<file path="src/rtl/clk_div_bank.sv">
// Bank of runtime-programmable 50 % duty clock dividers with rising-edge strobes.
// Ratio/enable updates are shadowed and applied only at period boundaries so outputs never glitch.
module clk_div_bank #(
    parameter int unsigned CHANNELS     = 4,
    parameter int unsigned CNT_W        = 25,
    parameter int unsigned DEFAULT_HALF = 24999,
    parameter int unsigned CH_W         = (CHANNELS > 1) ? $clog2(CHANNELS) : 1
) (
    input  logic                clk,
    input  logic                rst,
    input  logic                cfg_valid,
    output logic                cfg_ready,
    input  logic [CH_W-1:0]     cfg_ch,
    input  logic [CNT_W-1:0]    cfg_half,
    input  logic                cfg_en,
    output logic [CHANNELS-1:0] out_clk,
    output logic [CHANNELS-1:0] tick
);

    logic [CHANNELS-1:0][CNT_W-1:0] cnt_q, cnt_d;
    logic [CHANNELS-1:0][CNT_W-1:0] half_q, half_d;
    logic [CHANNELS-1:0][CNT_W-1:0] sh_half_q, sh_half_d;
    logic [CHANNELS-1:0]            en_q, en_d;
    logic [CHANNELS-1:0]            out_q, out_d;
    logic [CHANNELS-1:0]            tick_q, tick_d;
    logic [CHANNELS-1:0]            pend_q, pend_d;
    logic [CHANNELS-1:0]            sh_en_q, sh_en_d;
    logic                           accept;

    // Out-of-range channel selects stay ready so such requests drain harmlessly.
    always_comb begin
        cfg_ready = 1'b1;
        for (int i = 0; i < int'(CHANNELS); i++) begin
            if (cfg_ch == CH_W'(i)) begin
                cfg_ready = ~pend_q[i];
            end
        end
    end

    assign accept = cfg_valid & cfg_ready;

    always_comb begin
        cnt_d     = cnt_q;
        half_d    = half_q;
        sh_half_d = sh_half_q;
        en_d      = en_q;
        out_d     = out_q;
        tick_d    = '0;
        pend_d    = pend_q;
        sh_en_d   = sh_en_q;
        for (int i = 0; i < int'(CHANNELS); i++) begin
            if (en_q[i]) begin
                if (cnt_q[i] == half_q[i]) begin
                    cnt_d[i]  = '0;
                    out_d[i]  = ~out_q[i];
                    tick_d[i] = ~out_q[i];
                    // Falling toggle ends a full period: the only safe point to swap ratio.
                    if (out_q[i] && pend_q[i]) begin
                        half_d[i] = sh_half_q[i];
                        en_d[i]   = sh_en_q[i];
                        pend_d[i] = 1'b0;
                    end
                end else begin
                    cnt_d[i] = cnt_q[i] + CNT_W'(1);
                end
            end else begin
                cnt_d[i] = '0;
                out_d[i] = 1'b0;
                if (pend_q[i]) begin
                    half_d[i] = sh_half_q[i];
                    en_d[i]   = sh_en_q[i];
                    pend_d[i] = 1'b0;
                end
            end
            // Cannot collide with an apply: accept requires the channel not pending.
            if (accept && (cfg_ch == CH_W'(i))) begin
                pend_d[i]    = 1'b1;
                sh_half_d[i] = cfg_half;
                sh_en_d[i]   = cfg_en;
            end
        end
    end

    always_ff @(posedge clk or posedge rst) begin
        if (rst) begin
            cnt_q     <= '0;
            sh_half_q <= '0;
            en_q      <= '1;
            out_q     <= '0;
            tick_q    <= '0;
            pend_q    <= '0;
            sh_en_q   <= '0;
            for (int i = 0; i < int'(CHANNELS); i++) begin
                half_q[i] <= CNT_W'(DEFAULT_HALF);
            end
        end else begin
            cnt_q     <= cnt_d;
            half_q    <= half_d;
            sh_half_q <= sh_half_d;
            en_q      <= en_d;
            out_q     <= out_d;
            tick_q    <= tick_d;
            pend_q    <= pend_d;
            sh_en_q   <= sh_en_d;
        end
    end

    assign out_clk = out_q;
    assign tick    = tick_q;

endmodule

</file>
<file path="config.mk">
export PLATFORM = sky130hd
export DESIGN_NAME = clk_div_bank
export DESIGN_NICKNAME = d
export VERILOG_FILES = /design/src/rtl/clk_div_bank.sv
export SDC_FILE = /design/constraint.sdc
export NUM_CORES = 1
export LEC_CHECK = 0
export BUFFER_PORTS_ARGS = -buffer_cell sky130_fd_sc_hd__buf_2
export CAP_MARGIN = 40
export CORE_MARGIN = 2
export CORE_UTILIZATION = 56
export CTS_CLUSTER_DIAMETER = 40
export DETAILED_ROUTE_END_ITERATION = 16
export MAX_ROUTING_LAYER = met4
export PLACE_DENSITY = 0.76
export SLEW_MARGIN = 20
export SYNTH_ARGS = -nofsm -noshare
export SYNTH_HDL_FRONTEND = slang
export SYNTH_SLANG_ARGS = --single-unit
</file>
<file path="constraint.sdc">
create_clock -name clk -period 9.3 [get_ports clk]
set_input_delay 0.465 -clock clk [delete_from_list [all_inputs] [get_ports clk]]
set_output_delay 0.465 -clock clk [all_outputs]
set_load 0.03 [all_outputs]
</file>
# Yosys cells after proc, flatten, opt, wreduce, memory -nomap -nowiden
# Index checks and enable logic that the tools add are counted.
# word_totals
ff_bits,320
in_bits,31
out_inout_bits,9
# classes
n_addsub,4
eq_ne,23
n_mux,76
bitwise_logic,9
reduce_logical,21
# ops
op,n
two-way mux 25 bit,24
"adder 25 x 1 -> 25 bit, second input constant",4
== test 25 bit,4
two-way mux 1 bit,52
"inequality test 3 x 1 -> 1 bit, second input constant",8
"inequality test 2 x 1 -> 1 bit, second input constant",8
AND reduction 3 bit,4
logical AND 1 bit,8
NOT 1 bit,8
AND reduction 2 bit,4
nonzero test 2 bit,4
"== test 2 bit, second input constant",2
"== test 2 x 1 -> 1 bit, second input constant",1
zero test 2 bit,1
AND 1 bit,1

# Depth between registers and ports, before layout
# Gate-level depths: netlist of run 1.
# logic_depth
depth_word,9
ltp_mapped,7

# Worst setup path after synthesis of run 1
# Ideal clock, no wire load.
# synth_timing
path_type,register to register
startpoint,reg cnt_q[30] in the netlist's numbering
endpoint,reg half_q[28] in the netlist's numbering
t_arrival_ps,2110
setup_slack_ps,7063
stages_incl_launch_ff,8
period_less_slack_ps,2237
path_cell_list,dfrtp_1 buf_6 xor2_1 nor4_2 nand4_1 o32ai_4 buf_6 mux2_1
# synth_between
elab_chain_cells,3
# synth_lines
item,line,rtl
"start, declared",20,"logic [CHANNELS-1:0][CNT_W-1:0] cnt_q, cnt_d;"
"start signal, assigned",97,cnt_q <= cnt_d;
== test 25 bit,53,if (cnt_q[i] == half_q[i]) begin
inequality test 2 x 1 -> 1 bit (no line),--,
AND reduction 3 bit (no line),--,
"end signal, assigned by index",94,half_q[i] <= CNT_W'(DEFAULT_HALF);
"end signal, assigned",98,half_q <= half_d;
"end, declared",21,"logic [CHANNELS-1:0][CNT_W-1:0] half_q, half_d;"
# Every way passes these cells.
# A chain may end at the register's enable or synchronous reset.

# Worst setup path after layout of run 1
# layout_timing
startpoint,reg cnt_q[31] in the netlist's numbering
endpoint,reg half_q[46] in the netlist's numbering
# The elaborated chain is that of the path after synthesis.

==> results of run 1 <==
per-layer routing:
| layer | part of all wire (%) | wire length [um] | up-vias | GRT usage [%] |
|---|---|---|---|---|
| met2 | 48 | 14700 | 185 | 39.3 |
| li1 | - | - | 4203 | - |
| met1 | 46 | 14300 | 4652 | 34.1 |
| met3 | 4.0 | 1240 | 48 | 4.12 |
| met4 | 2.0 | 622 | 0 | 6.34 |
| met5 | 0 | 0 | - | - |
cells in the final DEF, fill, tap and decap left out, types with 5 or more instances in the layout:
cell	netlist	final
xnor2_1	52	52
nand2_1	110	110
nor3_1	24	23
nor4_1	25	25
clkbuf_16	0	42
dfstp_2	36	36
inv_6	0	9
and3_1	12	12
nor2_1	122	122
o21ai_0	5	5
mux2_2	137	137
and4_1	18	18
nand3_1	39	39
xor2_1	139	139
clkbuf_8	0	8
buf_4	0	13
dfrtp_1	284	284
nand4_1	34	34
mux2_1	41	41
clkbuf_1	25	5
buf_2	4	41
inv_1	21	20
or3_1	6	6
worst max path at each step:
stage	slack, ns	from	depth (start not counted)	endpoint
4_1_cts	6.47	cnt_q[31]$_DFF_PP0_	6	half_q[47]$_DFFE_PP0P_
2_1_floorplan	0.04	rst	1	cnt_q[0]$_DFF_PP0_
3_3_place_gp	6.39	half_q[82]$_DFFE_PP1P_	5	half_q[86]$_DFFE_PP0P_
6_report	6.44	cnt_q[31]$_DFF_PP0_	6	half_q[46]$_DFFE_PP0P_
5_1_grt	6.28	cnt_q[31]$_DFF_PP0_	6	half_q[43]$_DFFE_PP0P_
3_5_place_dp	6.55	cnt_q[31]$_DFF_PP0_	6	half_q[47]$_DFFE_PP0P_
Yosys cell counts:
cell      instances
nand4_1          34
o21ai_0           5
clkbuf_1         25
nor3_1           24
and3_1           12
nor4b_1           4
nor4_1           25
a31o_2            4
or4_1             1
nor2_1          122
xnor2_1          52
inv_1            21
and2_1            2
a21oi_1           1
and4_1           18
nor4bb_1          1
a22o_1            4
buf_2             4
nor4b_2           1
nand2b_1          1
o21ai_1           4
a21boi_0          4
nor4_2            2
or2_2             3
mux2_1           41
mux4_2            1
buf_6             9
or3_1             6
clkinv_1          1
nand3_1          39
xor2_1          139
nand2_1         110
ha_1              4
dfstp_2          36
mux2_2          137
o32ai_4           4
buf_1             2
dfrtp_1         284
metrics by stage:
stage	worst slack, ns	std cells	hold WS [ns]
after floorplan	0.0383	1187	0.440
after global placement	6.39	1529	0.453
after detailed placement	6.55	1535	0.444
after CTS	6.47	1611	0.198
after global routing	6.28	1612	0.224
final	6.44	1612	0.232
power by group:
group	leakage (nW)	switching, W	internal [W]
Clock	0.671	0.000627	0.000949
Combinational	2.84	0.000416	0.000514
Sequential	3.96	0.000403	0.00195
Total	7.47	0.00145	0.00341
layout make-up:
cell class / count / area share (%)
multi-input cells: 805 / 36.7
clock buffers: 54 / 7.06
well taps: 330 / 2.53
flip-flops and latches: 320 / 49.2
clock inverters: 21 / 1.37
inverters: 22 / 0.551
repair buffers: 60 / 2.59
logic make-up (layout without fill, tap and decap cells):
group | after synthesis | after routing
and+or+nand+nor | 405 | 405
DFF | 320 | 320
xor gates and xnor gates | 191 | 191
muxes | 179 | 179
buffers and inverters | 62 | 157
AOI/OAI and AO/OA | 26 | 26
adders and majority gates | 4 | 4
sequential cells by signal (all words and copies together) (netlist names):
| name | flops |
|---|---|
| half_q | 100 |
| out_clk | 4 |
| en_q | 4 |
| pend_q | 4 |
| tick | 4 |
| sh_en_q | 4 |
| cnt_q | 100 |
| sh_half_q | 100 |
what timing repair did:
item | in CTS | in global routing
endpoints found under the hold margin | 27 | 0
hold buffers | 1 | 0
resized for setup | 0 | 0
worst min-delay path, cell delays in order:
cell and delay (ns):
buf_2 0.15, nand2_1 0.07, nand2_1 0.04
==> flow_metrics.py, run 1 <==
metrics = {
    "run_status": {
        "outcome": "finished, final reports clean",
    },
    "floorplan": {
        "rows": 58,
        "die_area_mm2": 0.0269,
        "placeableCoreArea_mm2": 0.0252,
        "die_y_um": 164,
        "ios": 40,
        "initial_utilization_pct": 56.9,
        "die_w_um": 164,
    },
    "setup_path": {
        "critPathMaxStageDelay_ns": 0.51,
        "path_cells": "xor2_1 > nor4_1 > nand4_1 > o32ai_4 > buf_4 > mux2_2",
        "critPathArrivalTime_ns": 3.27,
        "worstSetupPathType": "reg2reg",
        "critPathTopFamily": "simple AND/OR/NAND/NOR gates",
        "r2r_cells": 6,
        "cpMaxStageDelayCell": "o32ai_4",
        "crit_required_ns": 9.71,
        "r2r-end": "half_q[46]$_DFFE_PP0P_",
        "cp-end-kind": "flop",
        "start_kind": "flop",
        "r2r_start": "cnt_q[31]$_DFF_PP0_",
        "worst-r2r-setup-slack_ns": 6.44,
        "path_max_fanout": 20,
        "critical_path_buf_inv_count": 1,
    },
    "clocking": {
        "htreeDepth": 2,
        "cts-root-buf": "clkbuf_16",
        "post_cts_buffers": 0,
        "cts_buffer_depth": 3,
        "clk_pin_slew_ns": 0.06,
        "cts_buffers": 41,
        "tritoncts": "done",
        "numClockSinks": 320,
        "clock_latency_ns": 0.54,
    },
    "placement": {
        "portBuffers": 39,
        "hpwl_mm": 20.4,
        "place.gp.congestion": 0.828,
        "postPlaceCellArea_mm2": 0.0149,
    },
    "global_route": {
        "grt_pass1_vias": 9428,
        "grt_overflow": 0,
        "antenna_found_initial": 0,
        "grt_util_all_layers_pct": 25.0,
        "grt_pass1_wl_mm": 50.5,
        "grt_max_degree": 104,
    },
    "synthesis": {
        "synth_compound_area_share_pct": 1.82,
        "netlist.area_leader.share_pct": 49.6,
        "synth_area_leaders": "dfrtp_1 50%, mux2_2 11%, xor2_1 8.5%",
        "syn_nets": 1222,
        "syn_area_mm2": 0.0143,
        "synth_top_family_by_area": "multiplexers",
        "synthDistinctLibCells": 38,
        "syn-instance-count": 1187,
        "synth.area.mux_share_pct": 14.2,
        "yosys.area_share.adder_pct": 0.349,
        "ys_seq_elements": 320,
        "synth-xor-area-share_pct": 11.7,
        "yosys.area_share.simple_pct": 13.7,
        "ys_warn_count": 0,
        "synth_area_leader_cell": "dfrtp_1",
        "syn_avg_cell_area_um2": 12.1,
        "ys_seq_area_share_pct": 56.2,
    },
    "drt": {
        "dr_total_vias": 9088,
        "route.detailed.drc": 0,
        "drt-initial-drc-count": 644,
        "drtPass1Iterations": 5,
        "wl_mm": 30.9,
        "final_antenna_net_count": 0,
        "wl_per_cell_um": 19.2,
        "routed_via_density": 5.64,
    },
    "min_path": {
        "min_to": "sh_half_q[81]$_DFFE_PP0P_",
        "hp-start": "cfg_half[6]",
        "holdPathStages": 3,
        "hp-class": "in2reg",
    },
    "cells_and_area": {
        "final_util_pct": 64.9,
        "regArea_mm2": 0.00805,
        "fin_area_mm2": 0.0164,
        "nets": 1285,
        "drive_gt1_share_pct": 25.0,
        "multi_input_area_mm2": 0.00599,
        "syn_to_final_growth_pct": 14.2,
        "antenna_cells": 0,
        "fillCellCount": 1889,
    },
    "sta": {
        "setup_violations": 0,
        "hold_violations": 0,
        "max_slew.worst_pin.slew_ns": 0.716,
        "max_freq_ghz": 0.350,
        "final_max_slew_viol_count": 0,
        "rsz0062_at_grt": "no",
        "fin_skew_ns": 0.0235,
        "timing.final.crit_share_pct": 30.7,
        "period_needed_ns": 2.86,
        "tns_ns": 0,
        "maxSlewHeadroom_pct": 52.3,
    },
    "pwr": {
        "power_leakage_nw": 7.47,
        "peakVddDrop_uv": 219,
        "p_total_w": 0.00486,
        "p_per_area_mw_per_mm2": 297,
    },
    "flow_run": {
        "maxCapViolations": 0,
    },
}
Power figures use the tool's default switching activity.
==> run 2: changes to the inputs <==
Clock period 9.3 ns to 2.29 ns, I/O delays scaled along.
==> flow_metrics.py, run 2 (synthesis results as in run 1) <==
metrics = {
    "cells_and_area": {
        "mostFrequentLayoutCell": "dfrtp_1",
        "regArea_mm2": 0.00806,
        "fillCellCount": 1763,
        "final_cell_mix": "281 x dfrtp_1, 136 x xor2_1, 128 x mux2_2",
        "antenna_cells": 0,
        "final_cells": 1714,
        "multi_input_area_mm2": 0.00617,
        "reg.largest.list": "cnt_q (100), half_q (100), sh_half_q (100)",
        "nets": 1386,
        "drive_gt1_share_pct": 30.5,
        "syn_to_final_growth_pct": 22.1,
    },
    "global_route": {
        "grt_pass1_wl_mm": 52.2,
        "grt_use_met1_pct": 34.1,
        "grt_util_all_layers_pct": 25.8,
        "grt_use_met3_pct": 3.61,
        "grt-busiest-layer": "met2",
        "use_met2_pct": 42.3,
        "grt_max_degree": 120,
        "grt_overflow": 0,
        "grt_pass1_vias": 9849,
        "antenna_found_initial": 0,
    },
    "floorplan": {
        "initial_utilization_pct": 56.9,
        "rows": 58,
        "die_y_um": 164,
        "placeableCoreArea_mm2": 0.0252,
        "die_area_mm2": 0.0269,
        "ios": 40,
        "die_w_um": 164,
    },
    "pwr": {
        "peakVddDrop_uv": 869,
        "pwr-share-clk_pct": 31.2,
        "p_total_w": 0.0205,
        "pwr-share-comb_pct": 22.3,
        "switching_share_pct": 30.7,
        "p_per_area_mw_per_mm2": 1170,
        "p_switching_w": 0.00628,
        "p_seq_share_pct": 46.5,
        "internal-power_w": 0.0142,
        "power_leakage_nw": 8.04,
    },
    "placement": {
        "hpwl_mm": 21.4,
        "place.gp.congestion": 0.825,
        "portBuffers": 39,
        "place_inst": 1592,
    },
    "sta": {
        "hold_violations": 0,
        "rsz0062_at_grt": "yes",
        "fin_skew_ns": 0.0128,
        "max_slew.worst_pin.slew_ns": 0.645,
        "maxSlewHeadroom_pct": 57.0,
        "max_freq_ghz": 0.437,
        "period_needed_ns": 2.29,
        "final_max_slew_viol_count": 0,
        "fin_hold_ws_ns": 0.108,
        "setup_violations": 0,
        "timing.final.crit_share_pct": 99.9,
    },
    "run_status": {
        "outcome": "finished, final reports clean",
    },
    "drt": {
        "wl_mm": 33.4,
        "route.detailed.drc": 0,
        "final_antenna_net_count": 0,
        "drtPass1Iterations": 5,
        "drt-initial-drc-count": 763,
        "wl_per_cell_um": 19.5,
        "routed_via_density": 5.58,
        "dr_total_vias": 9557,
    },
    "flow_run": {
        "maxCapViolations": 0,
    },
    "clocking": {
        "cts_buffer_depth": 3,
        "tritoncts": "done",
        "numClockSinks": 320,
        "clock_latency_ns": 0.53,
        "cts_buffers": 41,
        "cts-root-buf": "clkbuf_16",
        "clk_pin_slew_ns": 0.06,
        "htreeDepth": 2,
    },
    "setup_path": {
        "worstSetupPathType": "reg2reg",
        "cp-end-kind": "flop",
        "critPathArrivalTime_ns": 2.69,
        "path_max_fanout": 7,
        "crit_required_ns": 2.69,
        "start_kind": "flop",
    },
    "min_path": {
        "hp-class": "in2async",
    },
}
run 2: layer usage:
layer	share of wire, %	up-vias
li1	-	4404
met1	43	4901
met2	50	195
met3	4.6	57
met4	2.0	0
met5	0	-
run 2: cell type report:
class | instances | share of cell area (%)
flip-flops and latches | 320 | 46.1
multi-input cells | 805 | 35.3
repair buffers | 161 | 8.00
clock buffers | 52 | 6.52
well taps | 330 | 2.36
clock inverters | 24 | 1.30
inverters | 22 | 0.494
run 2: repair_timing:
action,CTS,global route
hold buffers,27,0
pin swaps,6,15
setup buffers,0,12
hold endpoints to repair,207,0
gates resized for setup,6,38
gates cloned,0,7
setup endpoints to repair,73,98
run 2: final timing paths:
check,cells after the start,start,slack [ns],to
setup / recovery,7,half_q[59]$_DFFE_PP0P_,0.002,half_q[54]$_DFFE_PP0P_
hold / removal,3,rst,0.11,sh_half_q[3]$_DFFE_PP0P_
setup reg to reg,7,half_q[59]$_DFFE_PP0P_,0.002,half_q[54]$_DFFE_PP0P_
hold reg to reg,2,sh_half_q[87]$_DFFE_PP0P_,0.47,sh_half_q[87]$_DFFE_PP0P_
max in group asynchronous,4,rst,1.22,cnt_q[59]$_DFF_PP0_
min in group clk,5,cfg_valid,0.32,sh_half_q[95]$_DFFE_PP0P_
run 2: metrics by stage:
stage	worst slack, ns	utilization, %	area [um^2]	TNS [ns]
after detailed placement	-0.111	61.3	15400	-3.89
final	0.00225	69.5	17500	0
after global routing	-0.0410	69.5	17500	-0.973
after CTS	0.00103	67.9	17100	0
after floorplan	-2.06	-	14300	-618.63
after global placement	-0.0795	61.3	15400	-1.64
run 2: power by group through the flow:
stage	clock network, W	registers (W)	logic (W)
floorplan	0	0.00898	0.00317
global placement	0	0.00945	0.00395
detailed placement	0	0.00954	0.00414
CTS	0.00649	0.00949	0.00430
global route	0.00673	0.00976	0.00502
finish	0.00638	0.00952	0.00456
run 2: critical path: stages (launching register included):
cell and delay (ns):
dfrtp_1 0.41, xor2_2 0.18, nor4_2 0.40, nand4_1 0.25
o32ai_4 0.28, buf_6 0.16, buf_12 0.12, mux2_2 0.35
==> run 3: changes to the inputs <==
Settings changed: GPL_TIMING_DRIVEN set to 0.
==> flow_metrics.py, run 3 (synthesis results as in run 1) <==
metrics = {
    "sta": {
        "timing.final.crit_share_pct": 103,
        "rsz0062_at_grt": "yes",
        "period_needed_ns": 2.35,
        "setup_violations": 34,
        "hold_violations": 0,
        "max_slew.worst_pin.slew_ns": 0.592,
        "final_max_slew_viol_count": 0,
        "maxSlewHeadroom_pct": 60.1,
        "fin_skew_ns": 0.0176,
        "max_freq_ghz": 0.425,
        "fin_hold_ws_ns": 0.189,
        "setup_slack_ns": -0.0627,
    },
    "placement": {
        "portBuffers": 38,
        "dpl_worst_slack_ns": -0.392,
        "hpwl_mm": 21.6,
        "place.gp.congestion": 0.836,
    },
    "drt": {
        "wl_mm": 33.4,
        "final_antenna_net_count": 0,
        "routed_via_density": 5.59,
        "drt-initial-drc-count": 724,
        "drtPass1Iterations": 5,
        "route.detailed.drc": 0,
        "wl_per_cell_um": 19.6,
        "dr_total_vias": 9542,
    },
    "setup_path": {
        "path_max_fanout": 5,
        "worst-r2r-setup-slack_ns": -0.06,
        "critPathArrivalTime_ns": 2.81,
        "worstSetupPathType": "reg2reg",
        "crit_required_ns": 2.75,
        "cp-end-kind": "flop",
        "start_kind": "flop",
    },
    "run_status": {
        "violations": "negative setup slack",
        "outcome": "finished with violations",
    },
    "cells_and_area": {
        "antenna_cells": 0,
        "final_cell_mix": "279 x dfrtp_1, 137 x xor2_1, 125 x mux2_2",
        "syn_to_final_growth_pct": 22.2,
        "reg.largest.list": "cnt_q (100), half_q (100), sh_half_q (100)",
        "mostFrequentLayoutCell": "dfrtp_1",
        "drive_gt1_share_pct": 30.3,
        "nets": 1380,
    },
    "pwr": {
        "power_leakage_nw": 7.98,
        "p_seq_share_pct": 46.4,
        "internal-power_w": 0.0143,
        "p_switching_w": 0.00623,
        "p_per_area_mw_per_mm2": 1170,
        "pwr-share-comb_pct": 22.0,
        "peakVddDrop_uv": 705,
        "pwr-share-clk_pct": 31.5,
        "switching_share_pct": 30.3,
    },
    "global_route": {
        "grt_pass1_wl_mm": 52.1,
        "grt_util_all_layers_pct": 25.9,
        "grt_pass1_vias": 9813,
        "grt_overflow": 0,
        "antenna_found_initial": 0,
        "grt_max_degree": 35,
    },
    "clocking": {
        "numClockSinks": 320,
        "clk_pin_slew_ns": 0.06,
        "htreeDepth": 2,
        "cts_buffer_depth": 3,
        "clock_latency_ns": 0.53,
        "cts-root-buf": "clkbuf_16",
        "cts_buffers": 41,
        "tritoncts": "done",
    },
    "floorplan": {
        "die_y_um": 164,
        "ios": 40,
        "initial_utilization_pct": 56.9,
        "placeableCoreArea_mm2": 0.0252,
        "rows": 58,
        "die_area_mm2": 0.0269,
        "die_w_um": 164,
    },
    "flow_run": {
        "maxCapViolations": 0,
    },
    "min_path": {
        "hp-class": "in2async",
    },
}
## run 3: final cells by class
| class | count | area [um^2] |
|---|---|---|
| plain buffers | 37 | 245 |
| clock buffers | 52 | 1150 |
| inverters | 22 | 86.3 |
| clock inverters | 24 | 249 |
| repair buffers | 118 | 1040 |
| well taps | 330 | 413 |
| flip-flops and latches | 320 | 8060 |
| fillers | 1756 | 7680 |
| multi-input cells | 805 | 6260 |
## run 3: per-layer routing
metal / up-vias / global-route usage [%] / part of all wire (%)
met4: 0 / 7.62 / 2.2
met1: 4902 / 34.2 / 44
li1: 4389 / - / -
met3: 53 / 5.05 / 5.2
met5: - / - / 0
met2: 198 / 41.2 / 49
## run 3: path summary, 6_finish.rpt
path                       cells past startpoint                   endpoint                      start
setup reg to reg                               8     half_q[55]$_DFFE_PP1P_        cnt_q[63]$_DFF_PP0_
hold reg to reg                                2  sh_half_q[88]$_DFFE_PP0P_  sh_half_q[88]$_DFFE_PP0P_
setup / recovery                               8     half_q[55]$_DFFE_PP1P_        cnt_q[63]$_DFF_PP0_
hold / removal                                 3   sh_half_q[0]$_DFFE_PP0P_                        rst
min in group clk                               4  sh_half_q[97]$_DFFE_PP0P_                  cfg_valid
max in group asynchronous                      7     half_q[75]$_DFFE_PP1P_                        rst
## run 3: critical path, cell delays in order (launching register included)
cell and delay, ns:
dfrtp_2 0.45, xor2_2 0.19, nor4_2 0.34, nand4_1 0.15, buf_4 0.18, o32ai_4 0.29
buf_6 0.16, clkbuf_4 0.18, mux2_2 0.35
## run 3: power by group through the flow
| stage | combinational (W) | sequential (W) | clock [W] |
|---|---|---|---|
| 4_1_cts | 0.00425 | 0.00948 | 0.00657 |
| 2_1_floorplan | 0.00317 | 0.00898 | 0 |
| 6_report | 0.00452 | 0.00954 | 0.00648 |
| 5_1_grt | 0.00497 | 0.00978 | 0.00684 |
| 3_3_place_gp | 0.00368 | 0.00945 | 0 |
| 3_5_place_dp | 0.00390 | 0.00954 | 0 |
## run 3: repair_timing
item / CTS / global route
setup buffers: 20 / 14
pin swaps: 13 / 13
endpoints found under the hold margin: 137 / 0
hold buffers: 27 / 0
gates cloned: 4 / 3
setup endpoints to repair: 183 / 197
resized for setup: 38 / 64
## run 3: per-stage QoR
step | TNS [ns] | util (%) | instances | total power (W) | area [um^2]
finish | -0.909 | 69.5 | 1708 | 0.0205 | 17500
global route | -5.79 | 69.5 | 1708 | 0.0216 | 17500
CTS | 0 | 68.1 | 1694 | 0.0203 | 17200
detailed placement | -47.64 | 60.2 | 1567 | 0.0134 | 15200
global placement | -1211.61 | 59.3 | 1555 | 0.0131 | 14900
floorplan | -618.63 | - | 1187 | 0.0121 | 14300
